==> src/rtl/trena_tx_seq_if.sv <==
// Signal bundle between the trena sequencer and its neighbours: sensor interface,
// digit/ASCII mux and serial transmitter.
interface trena_tx_seq_if #(
    parameter int W_SEL = 3
);
    // Handshakes: the sequencer issues single-cycle requests (medir, partida_serial)
    // and waits, with no backpressure on the request, for the matching completion
    // level (pronto_medida, pronto_serial). A completion is only sampled while the
    // sequencer waits for it. sel_letra stays stable for the whole character.
    logic             mensurar;
    logic             modo_continuo;
    logic             parar;
    logic             pronto_medida;
    logic             pronto_serial;
    logic             medir;
    logic             partida_serial;
    logic [W_SEL-1:0] sel_letra;
    logic             pronto;
    logic             erro;
    logic             ocupado;

    modport master (
        input  mensurar, modo_continuo, parar, pronto_medida, pronto_serial,
        output medir, partida_serial, sel_letra, pronto, erro, ocupado
    );

    modport slave (
        output mensurar, modo_continuo, parar, pronto_medida, pronto_serial,
        input  medir, partida_serial, sel_letra, pronto, erro, ocupado
    );
endinterface

==> src/rtl/trena_tx_seq.sv <==
// Trena sequencer: triggers a measurement, waits with timeout, then sends
// NUM_DIGITOS digits plus a terminator; single-shot or periodic operation.
module trena_tx_seq #(
    parameter int NUM_DIGITOS      = 3,
    parameter int W_SEL            = 3,
    parameter int TIMEOUT_CICLOS   = 1000,
    parameter int INTERVALO_CICLOS = 500,
    parameter int W_CONT           = 16
) (
    input  logic            clock,
    input  logic            reset,
    trena_tx_seq_if.master  bus,
    output logic [3:0]      db_estado
);
    typedef enum logic [3:0] {
        INICIAL        = 4'd0,
        DISPARA        = 4'd1,
        AGUARDA_MEDIDA = 4'd2,
        TRANSMITE      = 4'd3,
        ESPERA         = 4'd4,
        FINAL          = 4'd5,
        INTERVALO      = 4'd6,
        ERRO           = 4'd7
    } estado_t;

    localparam logic [W_SEL-1:0]  ULTIMO  = W_SEL'(NUM_DIGITOS);
    localparam logic [W_CONT-1:0] FIM_TMO = W_CONT'(TIMEOUT_CICLOS - 1);
    localparam logic [W_CONT-1:0] FIM_INT = W_CONT'(INTERVALO_CICLOS - 1);

    estado_t           estado, prox;
    logic [W_SEL-1:0]  idx, idx_d;
    logic [W_CONT-1:0] timer, timer_d, timer_inc;

    // Shared timer saturates so a stuck wait can never wrap into a false match.
    assign timer_inc = (timer == '1) ? timer : timer + 1'b1;

    always_ff @(posedge clock or negedge reset) begin
        if (!reset) begin
            estado <= INICIAL;
            idx    <= '0;
            timer  <= '0;
        end else begin
            estado <= prox;
            idx    <= idx_d;
            timer  <= timer_d;
        end
    end

    always_comb begin
        prox               = estado;
        idx_d              = idx;
        timer_d            = timer;
        bus.medir          = 1'b0;
        bus.partida_serial = 1'b0;
        bus.sel_letra      = '0;
        bus.pronto         = 1'b0;
        bus.erro           = 1'b0;
        bus.ocupado        = (estado != INICIAL);
        db_estado          = estado;
        case (estado)
            INICIAL: begin
                if (bus.mensurar) prox = DISPARA;
            end
            DISPARA: begin
                bus.medir = 1'b1;
                idx_d     = '0;
                timer_d   = '0;
                prox      = AGUARDA_MEDIDA;
            end
            AGUARDA_MEDIDA: begin
                timer_d = timer_inc;
                // A result arriving on the last allowed cycle still wins.
                if (bus.pronto_medida)  prox = TRANSMITE;
                else if (timer == FIM_TMO) prox = ERRO;
            end
            TRANSMITE: begin
                bus.partida_serial = 1'b1;
                bus.sel_letra      = idx;
                prox               = ESPERA;
            end
            ESPERA: begin
                bus.sel_letra = idx;
                if (bus.pronto_serial) begin
                    if (idx == ULTIMO) begin
                        prox = FINAL;
                    end else begin
                        idx_d = idx + 1'b1;
                        prox  = TRANSMITE;
                    end
                end
            end
            FINAL: begin
                bus.pronto = 1'b1;
                if (bus.modo_continuo && !bus.parar) begin
                    timer_d = '0;
                    prox    = INTERVALO;
                end else begin
                    prox = INICIAL;
                end
            end
            INTERVALO: begin
                timer_d = timer_inc;
                if (bus.parar)              prox = INICIAL;
                else if (timer == FIM_INT)  prox = bus.modo_continuo ? DISPARA : INICIAL;
            end
            ERRO: begin
                bus.erro = 1'b1;
                prox     = INICIAL;
            end
            default: begin
                db_estado = 4'hE;
                prox      = INICIAL;
            end
        endcase
    end
endmodule
==> src/flat_wrapper.sv <==
// flat-port wrapper written by rule: the top's interface ports become plain ports
module trena_tx_seq_flat 
#(
    parameter int NUM_DIGITOS      = 3,
    parameter int W_SEL            = 3,
    parameter int TIMEOUT_CICLOS   = 1000,
    parameter int INTERVALO_CICLOS = 500,
    parameter int W_CONT           = 16
)
  (clock, reset, db_estado, bus_mensurar, bus_modo_continuo, bus_parar, bus_pronto_medida, bus_pronto_serial, bus_medir, bus_partida_serial, bus_sel_letra, bus_pronto, bus_erro, bus_ocupado);
  trena_tx_seq_if #(.W_SEL(W_SEL)) bus_i ();
  input  logic clock;
  input  logic reset;
  output logic [3:0] db_estado;
  input wire logic [$bits(bus_i.mensurar)-1:0] bus_mensurar;
  input wire logic [$bits(bus_i.modo_continuo)-1:0] bus_modo_continuo;
  input wire logic [$bits(bus_i.parar)-1:0] bus_parar;
  input wire logic [$bits(bus_i.pronto_medida)-1:0] bus_pronto_medida;
  input wire logic [$bits(bus_i.pronto_serial)-1:0] bus_pronto_serial;
  output wire logic [$bits(bus_i.medir)-1:0] bus_medir;
  output wire logic [$bits(bus_i.partida_serial)-1:0] bus_partida_serial;
  output wire logic [$bits(bus_i.sel_letra)-1:0] bus_sel_letra;
  output wire logic [$bits(bus_i.pronto)-1:0] bus_pronto;
  output wire logic [$bits(bus_i.erro)-1:0] bus_erro;
  output wire logic [$bits(bus_i.ocupado)-1:0] bus_ocupado;
  assign bus_i.mensurar = bus_mensurar;
  assign bus_i.modo_continuo = bus_modo_continuo;
  assign bus_i.parar = bus_parar;
  assign bus_i.pronto_medida = bus_pronto_medida;
  assign bus_i.pronto_serial = bus_pronto_serial;
  assign bus_medir = bus_i.medir;
  assign bus_partida_serial = bus_i.partida_serial;
  assign bus_sel_letra = bus_i.sel_letra;
  assign bus_pronto = bus_i.pronto;
  assign bus_erro = bus_i.erro;
  assign bus_ocupado = bus_i.ocupado;
  trena_tx_seq #(.NUM_DIGITOS(NUM_DIGITOS), .W_SEL(W_SEL), .TIMEOUT_CICLOS(TIMEOUT_CICLOS), .INTERVALO_CICLOS(INTERVALO_CICLOS), .W_CONT(W_CONT)) u_core (.clock(clock), .reset(reset), .bus(bus_i), .db_estado(db_estado));
endmodule
==> config.mk <==
export PLATFORM = sky130hd
export DESIGN_NAME = trena_tx_seq_flat
export DESIGN_NICKNAME = d
export VERILOG_FILES = /design/src/rtl/trena_tx_seq_if.sv /design/src/rtl/trena_tx_seq.sv /design/src/flat_wrapper.sv
export SDC_FILE = /design/constraint.sdc
export NUM_CORES = 1
export LEC_CHECK = 0
export ABC_AREA = 1
export CAP_MARGIN = 20
export CELL_PAD_IN_SITES_DETAIL_PLACEMENT = 1
export CELL_PAD_IN_SITES_GLOBAL_PLACEMENT = 2
export CORE_MARGIN = 2
export CORE_UTILIZATION = 32
export CTS_BUF_LIST = sky130_fd_sc_hd__clkbuf_4 sky130_fd_sc_hd__clkbuf_8 sky130_fd_sc_hd__clkbuf_16
export DETAILED_ROUTE_END_ITERATION = 12
export PLACE_DENSITY = 0.85
export SLEW_MARGIN = 20
export SYNTH_ARGS = -nofsm -noshare
export SYNTH_HDL_FRONTEND = slang
export SYNTH_SLANG_ARGS = --single-unit
==> constraint.sdc <==
create_clock -name clock -period 3.4 [get_ports clock]
set_input_delay 0.68 -clock clock [delete_from_list [all_inputs] [get_ports clock]]
set_output_delay 0.68 -clock clock [all_outputs]
set_load 0.01 [all_outputs]
=== After elaboration in Yosys (flattened, before gate mapping) ===
Index checks and enable logic that the tools add are counted.

* Bits in registers: 23
* Output and inout bits: 12
* Logic and storage cells: 57
* Input port bits: 7

* Mux-type cells: 22
* Add/subtract/negate cells: 2
* Eq/ne operators: 18
* Reductions and logical operators: 12

{| class="wikitable"
|+ Operator list
! kind !! count
|-
| $pmux 16 s3 || 1
|-
| $mux 16 || 2
|-
| $mux 4 || 7
|-
| $pmux 4 s7 || 1
|-
| $add 16x1->16 const B || 1
|-
| $eq 16x10->1 const B || 1
|-
| $eq 16x16->1 const B || 1
|-
| $eq 16x9->1 const B || 1
|-
| $eq 4x3->1 const B || 4
|-
| $mux 3 || 5
|-
| $eq 4x2->1 const B || 2
|-
| $ne 2x2->1 const B || 4
|-
| $reduce_or 8->1 || 1
|-
| $ne 3x2->1 const B || 2
|-
| $pmux 3 s2 || 1
|-
| $reduce_and 3->1 || 2
|-
| $mux 1 || 5
|-
| $eq 4x1->1 const B || 1
|-
| $logic_not 4->1 || 1
|-
| $reduce_and 4->1 || 1
|-
| $reduce_bool 4->1 || 1
|-
| $reduce_or 2->1 || 2
|-
| $add 3x1->3 const B || 1
|-
| $eq 3x2->1 const B || 1
|-
| 5 further kinds || 5
|}

=== Logic depth before layout (Yosys ltp) ===
Gate-level depths: netlist of run 1.

* Depth after elaboration: 4
* Gate-level depth with buffers: 11
* Mapped depth without buffers: 10

=== Worst setup path after synthesis of run 1 ===
Ideal clock, no wire load.

* Kind: reg-to-output
* From: register u_core.estado[0]
* To: output bus_sel_letra[0]
* Required time: 2,720 ps
* Setup slack: 1,553 ps
* Path buffers: 1
* Stages on the path, launching flop included: 6
* Arrival: 1,167 ps
* Cells stage by stage: dfrtp_1 -> buf_6 -> inv_1 -> nor3_1 -> nor2_1 -> nor2_1

* Longest elaborated chain between the ends: 3
* Elaborated cells between the ends (all ways): 4
* Classes of those cells: eq/ne (2); mux (1); reduce/logical (1)

{| class="wikitable"
|+ RTL lines
! element !! RTL line !! text
|-
| start: declaration || trena_tx_seq.sv:30 || <nowiki>estado_t estado, prox;</nowiki>
|-
| start signal: assignment || trena_tx_seq.sv:43 || <nowiki>estado <= prox;</nowiki>
|-
| $eq 4x2->1 / $eq 4x3->1 (equally long branches) || trena_tx_seq.sv:60 || <nowiki>case (estado)</nowiki>
|-
| $reduce_or 2->1 (no line) * || -- ||
|-
| $mux 3 * || trena_tx_seq.sv:60 ||
|-
| end: declaration || flat_wrapper.sv:22 || <nowiki>output wire logic [$bits(bus_i.sel_letra)-1:0] bus_sel_letra;</nowiki>
|}

Mark *: on every way between the ends. The rest lies on a longest branch, timed or not.

=== Final worst setup path of run 1 ===
* From: register u_core.estado[0]
* To: output bus_sel_letra[2]

Same word-level chain as after synthesis.

==> results.toml, run 1 <==
[run_status]
status = "finished clean"

[route]
wl_per_cell_um = 12.8
drtAntennaViolNets = 0
drc = 0
via_per_inst = 4.73
wirelength_um = 4290
drtIter0Drc = 38
first_pass_iters = 4
vias = 1581

[clock_network]
cts_inserted_buffers = 3
tritoncts = "yes"
clk_latency_ns = 0.27
path_clk_slew_ns = 0.09
ctsResizeCount = 0
h-tree-depth = 1
postCtsSetupBuffers = 0
clockBufferDepth = 2
clock-sinks = 22
clockRootBuffer = "clkbuf_8"
cts_hold_buf = 0

[power_and_ir_drop]
power.internal_mw = 0.625
pwr_density_cell_mw_per_mm2 = 598
comb_power_share = 0.486
vdd_ir_drop_max_mv = 0.266
switchingPower_mw = 0.555
power.share.clock = 0.170
power_switching_share = 0.470
p_seq_frac = 0.344
p_leak_nw = 0.998

[placement]
placed_cells = 330
globalplace.congestion = 0.766
portBuffers = 17
post-dp-hpwl_um = 3370

[critical_path]
crit_path_end_kind = "output port"
crit_fanout = 8
crit_arrival_ns = 2.04
cp.required_ns = 2.72
crit_path_start_kind = "flip-flop"
critPathKind = "flip-flop to output port"

[run]
drv_cap = 0

[die]
die_w_um = 77.7
ioPinCount = 19
dieHeight_um = 77.7
rows = 26
start_util = 0.336
die-area_mm2 = 0.00604
core_mm2 = 0.00517

[sta]
max_freq_mhz = 368
hold_violations = 0
setup_tns_ns = 0
fin_worst_skew_ns = 0.00144
fin_crit_sh = 0.799
drv_slew = 0
setup_violations = 0
rsz0062_at_grt = "no"
fin_crit_ns = 2.72

[global_route]
grtUsageMet1 = 0.201
grt_max_degree = 26
grtUsageMet3 = 0.0209
met2_usage = 0.274
grt_busiest_layer = "met2"
antenna_found_initial = 0
grt_pass1_wl_um = 7750
grt_pass1_vias = 1675
grt-ovfl-total = 0
grt_usage = 0.156

[synthesis]
synth_compound_area_frac = 0.106
synth_fa_ha_area_frac = 0.0216
syn-cell-area_mm2 = 0.00174
synth.area.mux_share = 0
synth_top_area_frac = 0.317
synth_top_area_cell = "dfrtp_1"
synth-main-ff-cell = "dfrtp_1"
synth_most_common_cell = "nand2_1"
synthesis.nets = 262
synth_top_family_by_area = "simple AND/OR/NAND/NOR gates"
ys_top_cells_by_count = "66 x nand2_1, 34 x nor2_1, 30 x inv_1"
synth-edff-count = 0
ys_types = 29
yosys_warnings = 0
postSynthCellCount = 252
synth_seq_cells = 22
yosysSeqAreaShare = 0.317
synth.area.top_cells = "dfrtp_1 32%, nand2_1 14%, nor2_1 7.3%, inv_1 6.5%, o21ai_2 5.0%"
yosys.area_share.simple = 0.421
syn_avg_cell_area_um2 = 6.90
synthXorXnorAreaFrac = 0
async_flop_share = 1.00

[cells_and_area]
areaGrowthSynthToFinish_pct = 13.4
ff_latch_area_um2 = 551
drive_above_1_share = 0.167
fin_cells = 334
antenna_cells = 0
utilization = 0.381
num-nets-final = 275
multiInputGateArea_um2 = 958
fillerInstances = 687

[min_path]
hp-class = "flip-flop to flip-flop"
layout make-up:
type | count | area share
Clock buffer | 4 | 0.0279
Inverter | 38 | 0.0723
Multi-Input combinational cell | 182 | 0.486
Sequential cell | 22 | 0.279
Tap cell | 70 | 0.0444
Timing Repair Buffer | 18 | 0.0901
power groups by stage:
stage | Sequential, mW | Clock, mW | Combinational, mW
5_1_grt | 0.419 | 0.218 | 0.656
4_1_cts | 0.406 | 0.210 | 0.594
2_1_floorplan | 0.366 | 0 | 0.549
6_report | 0.406 | 0.201 | 0.573
3_5_place_dp | 0.412 | 0 | 0.592
3_3_place_gp | 0.409 | 0 | 0.584
layout by cell type (no fill, tap or decap), types with 2 or more instances in the layout:
cell	n
nor3_1	3
a21oi_1	4
nor2_1	34
nand2_4	2
dfrtp_1	22
nand3_2	2
inv_1	30
nand4_1	8
o21ai_2	10
nor2_8	2
nand3_1	17
clkdlybuf4s50_1	17
clkbuf_8	4
nand2_1	66
ha_1	3
o21ai_0	10
nor2_2	2
nand3_4	2
inv_2	8
nand2_2	11
metal layers:
metal  vias up  share of wire
met5         -              0
met4         0          0.014
met3         5          0.012
met2        10           0.49
met1       750           0.48
li1        816              -
registers in the layout (all words and copies together), names as in the netlist:
register and cells:
u_core.estado 3, u_core.idx 3, u_core.timer 16
final timing paths:
path                                          to        startpoint  slack (ns)  cells after the start
worst max-delay path            bus_sel_letra[2]  u_core.estado[0]        0.68                      5
min in group asynchronous        u_core.timer[2]             reset        0.76                      2
worst max register to register  u_core.timer[15]   u_core.timer[0]        1.62                     10
worst min-delay path               u_core.idx[0]     u_core.idx[0]        0.53                      1
worst min register to register     u_core.idx[0]     u_core.idx[0]        0.53                      1
max in group asynchronous        u_core.timer[9]             reset        2.41                      2
kinds of logic (layout without fill, tap and decap cells):
logic type                 Yosys count  in the layout
and+or+nand+nor                    150            150
buffers and inverters               48             60
AOI/OAI and AO/OA                   28             28
DFF                                 22             22
adders and majority gates            3              3
other                                1              1
critical path: stages, from the launching register on:
cell and delay (ns):
dfrtp_1 0.59, inv_1 0.13, nor3_1 0.29, nor2_1 0.13, nor2_1 0.10, clkdlybuf4s50_1 0.54
metrics by stage:
stage | cell area, µm² | power (mW) | hold slack (ns) | setup slack, ns
floorplan | 1740 | 0.915 | 0.384 | 1.55
global placement | 1920 | 0.993 | 0.529 | 0.987
detailed placement | 1920 | 1.00 | 0.531 | 0.987
CTS | 1970 | 1.21 | 0.544 | 0.667
global route | 1970 | 1.29 | 0.553 | 0.454
finish | 1970 | 1.18 | 0.531 | 0.683
Power figures use the tool's default switching activity.
==> run 2: changes to the inputs <==
--- a/config.mk
+++ b/config.mk
@@ -10,10 +10,10 @@
 export CELL_PAD_IN_SITES_DETAIL_PLACEMENT = 1
 export CELL_PAD_IN_SITES_GLOBAL_PLACEMENT = 2
 export CORE_MARGIN = 2
-export CORE_UTILIZATION = 32
+export CORE_UTILIZATION = 31
 export CTS_BUF_LIST = sky130_fd_sc_hd__clkbuf_4 sky130_fd_sc_hd__clkbuf_8 sky130_fd_sc_hd__clkbuf_16
 export DETAILED_ROUTE_END_ITERATION = 12
-export PLACE_DENSITY = 0.85
+export PLACE_DENSITY = 0.83
 export SLEW_MARGIN = 20
 export SYNTH_ARGS = -nofsm -noshare
 export SYNTH_HDL_FRONTEND = slang
==> constraint.sdc (replaced) <==
create_clock -name clock -period 2.78 [get_ports clock]
set_input_delay 0.556 -clock clock [delete_from_list [all_inputs] [get_ports clock]]
set_output_delay 0.556 -clock clock [all_outputs]
set_load 0.01 [all_outputs]
==> results.toml, run 2 (synthesis results as in run 1) <==
[global_route]
antenna_found_initial = 0
grt_pass1_vias = 1659
grt_usage = 0.157
grt_pass1_wl_um = 7760
grt-ovfl-total = 0
grt_max_degree = 26

[run]
drv_cap = 0

[die]
rows = 27
core_mm2 = 0.00547
dieHeight_um = 78.9
die_w_um = 78.9
start_util = 0.318
ioPinCount = 19
die-area_mm2 = 0.00623

[clock_network]
path_clk_slew_ns = 0.09
clockRootBuffer = "clkbuf_8"
clock-sinks = 22
cts_hold_buf = 0
postCtsSetupBuffers = 0
h-tree-depth = 1
ctsResizeCount = 0
clockBufferDepth = 2
clk_latency_ns = 0.27
cts_inserted_buffers = 3
tritoncts = "yes"

[critical_path]
crit_path_end_kind = "output port"
crit_arrival_ns = 1.98
cp.required_ns = 2.22
crit_fanout = 8
critPathKind = "flip-flop to output port"
r2r_cells = 10
crit_path_start_kind = "flip-flop"

[min_path]
min_path_cells = 1
hp-class = "flip-flop to flip-flop"

[power_and_ir_drop]
switchingPower_mw = 0.689
pwr_density_cell_mw_per_mm2 = 763
p_leak_nw = 1.00
vdd_ir_drop_max_mv = 0.451
power.internal_mw = 0.830
power_switching_share = 0.454
comb_power_share = 0.468
power.share.clock = 0.208
p_seq_frac = 0.325

[cells_and_area]
num-nets-final = 275
layout_commonest_cell = "nand2_1"
fillerInstances = 706
antenna_cells = 0
largest_register_ffs = 16
layout_common_cells = "66 x nand2_1, 34 x nor2_1, 30 x inv_1"
top_register = "u_core.timer"
drive_above_1_share = 0.167
areaGrowthSynthToFinish_pct = 14.5
top_regs = "u_core.timer: 16 flops, u_core.estado: 3 flops, u_core.idx: 3 flops"

[sta]
drv_slew = 0
fin_worst_skew_ns = 0.00283
hold_violations = 0
hold_slack_ns = 0.533
fin_crit_ns = 2.54
max_freq_mhz = 394
rsz0062_at_grt = "no"
fin_crit_sh = 0.913
setup_violations = 0
setup_tns_ns = 0

[placement]
post-dp-hpwl_um = 3250
globalplace.congestion = 0.751
portBuffers = 17

[route]
wl_per_cell_um = 12.8
vias = 1562
drtAntennaViolNets = 0
drc = 0
first_pass_iters = 4
highest_layer = "met4"
wirelength_um = 4320
dr_wl_met2_um = 2030
wl_met3_um = 67
wl_met1_um = 2150
drtIter0Drc = 83
via_per_inst = 4.65

[run_status]
status = "finished clean"
==> run 2: area by class of cell <==
class | instances | area, µm² | area share
sequential | 22 | 551 | 0.277
multi-input combinational | 182 | 958 | 0.481
timing repair buffer | 18 | 178 | 0.0893
clock buffer | 3 | 41.3 | 0.0207
inverter | 38 | 143 | 0.0717
clock inverter | 1 | 30.0 | 0.0151
tap | 72 | 90.1 | 0.0453
==> run 2: through the flow <==
stage	worst slack [ns]	cell area, µm²	power (mW)	cells	utilization
CTS	0.202	1990	1.55	336	0.364
detailed placement	0.516	1920	1.22	332	0.351
floorplan	1.06	1740	1.12	252	-
global placement	0.548	1920	1.22	332	0.351
global route	0.0345	1990	1.66	336	0.364
finish	0.242	1990	1.52	336	0.364
==> run 2: power groups by stage <==
stage                     registers, mW  clock network (mW)  logic (mW)
final                             0.493               0.315       0.710
after global routing              0.510               0.340       0.810
after CTS                         0.492               0.324       0.730
after detailed placement          0.498                   0       0.725
after global placement            0.496                   0       0.722
after floorplan                   0.447                   0       0.671
==> run 2: path summary, 6_finish.rpt <==
path	start	to	slack, ns
min in group asynchronous	reset	u_core.timer[1]	0.63
setup / recovery	u_core.estado[0]	bus_sel_letra[0]	0.24
setup reg to reg	u_core.timer[0]	u_core.timer[15]	0.98
max in group asynchronous	reset	u_core.estado[1]	1.91
hold reg to reg	u_core.idx[0]	u_core.idx[0]	0.53
hold / removal	u_core.idx[0]	u_core.idx[0]	0.53
==> run 2: worst max-delay path, stage by stage, from the launching register on <==
cell             delay, ns
dfrtp_1               0.58
inv_1                 0.13
nor3_1                0.26
nor2_1                0.11
nor2_1                0.09
clkdlybuf4s50_1       0.54
==> run 2: metal layers <==
layer / track usage / vias up
met5: 0 / -
met3: 0.0170 / 6
met1: 0.210 / 728
li1: - / 812
met2: 0.266 / 16
met4: 0.0500 / 0
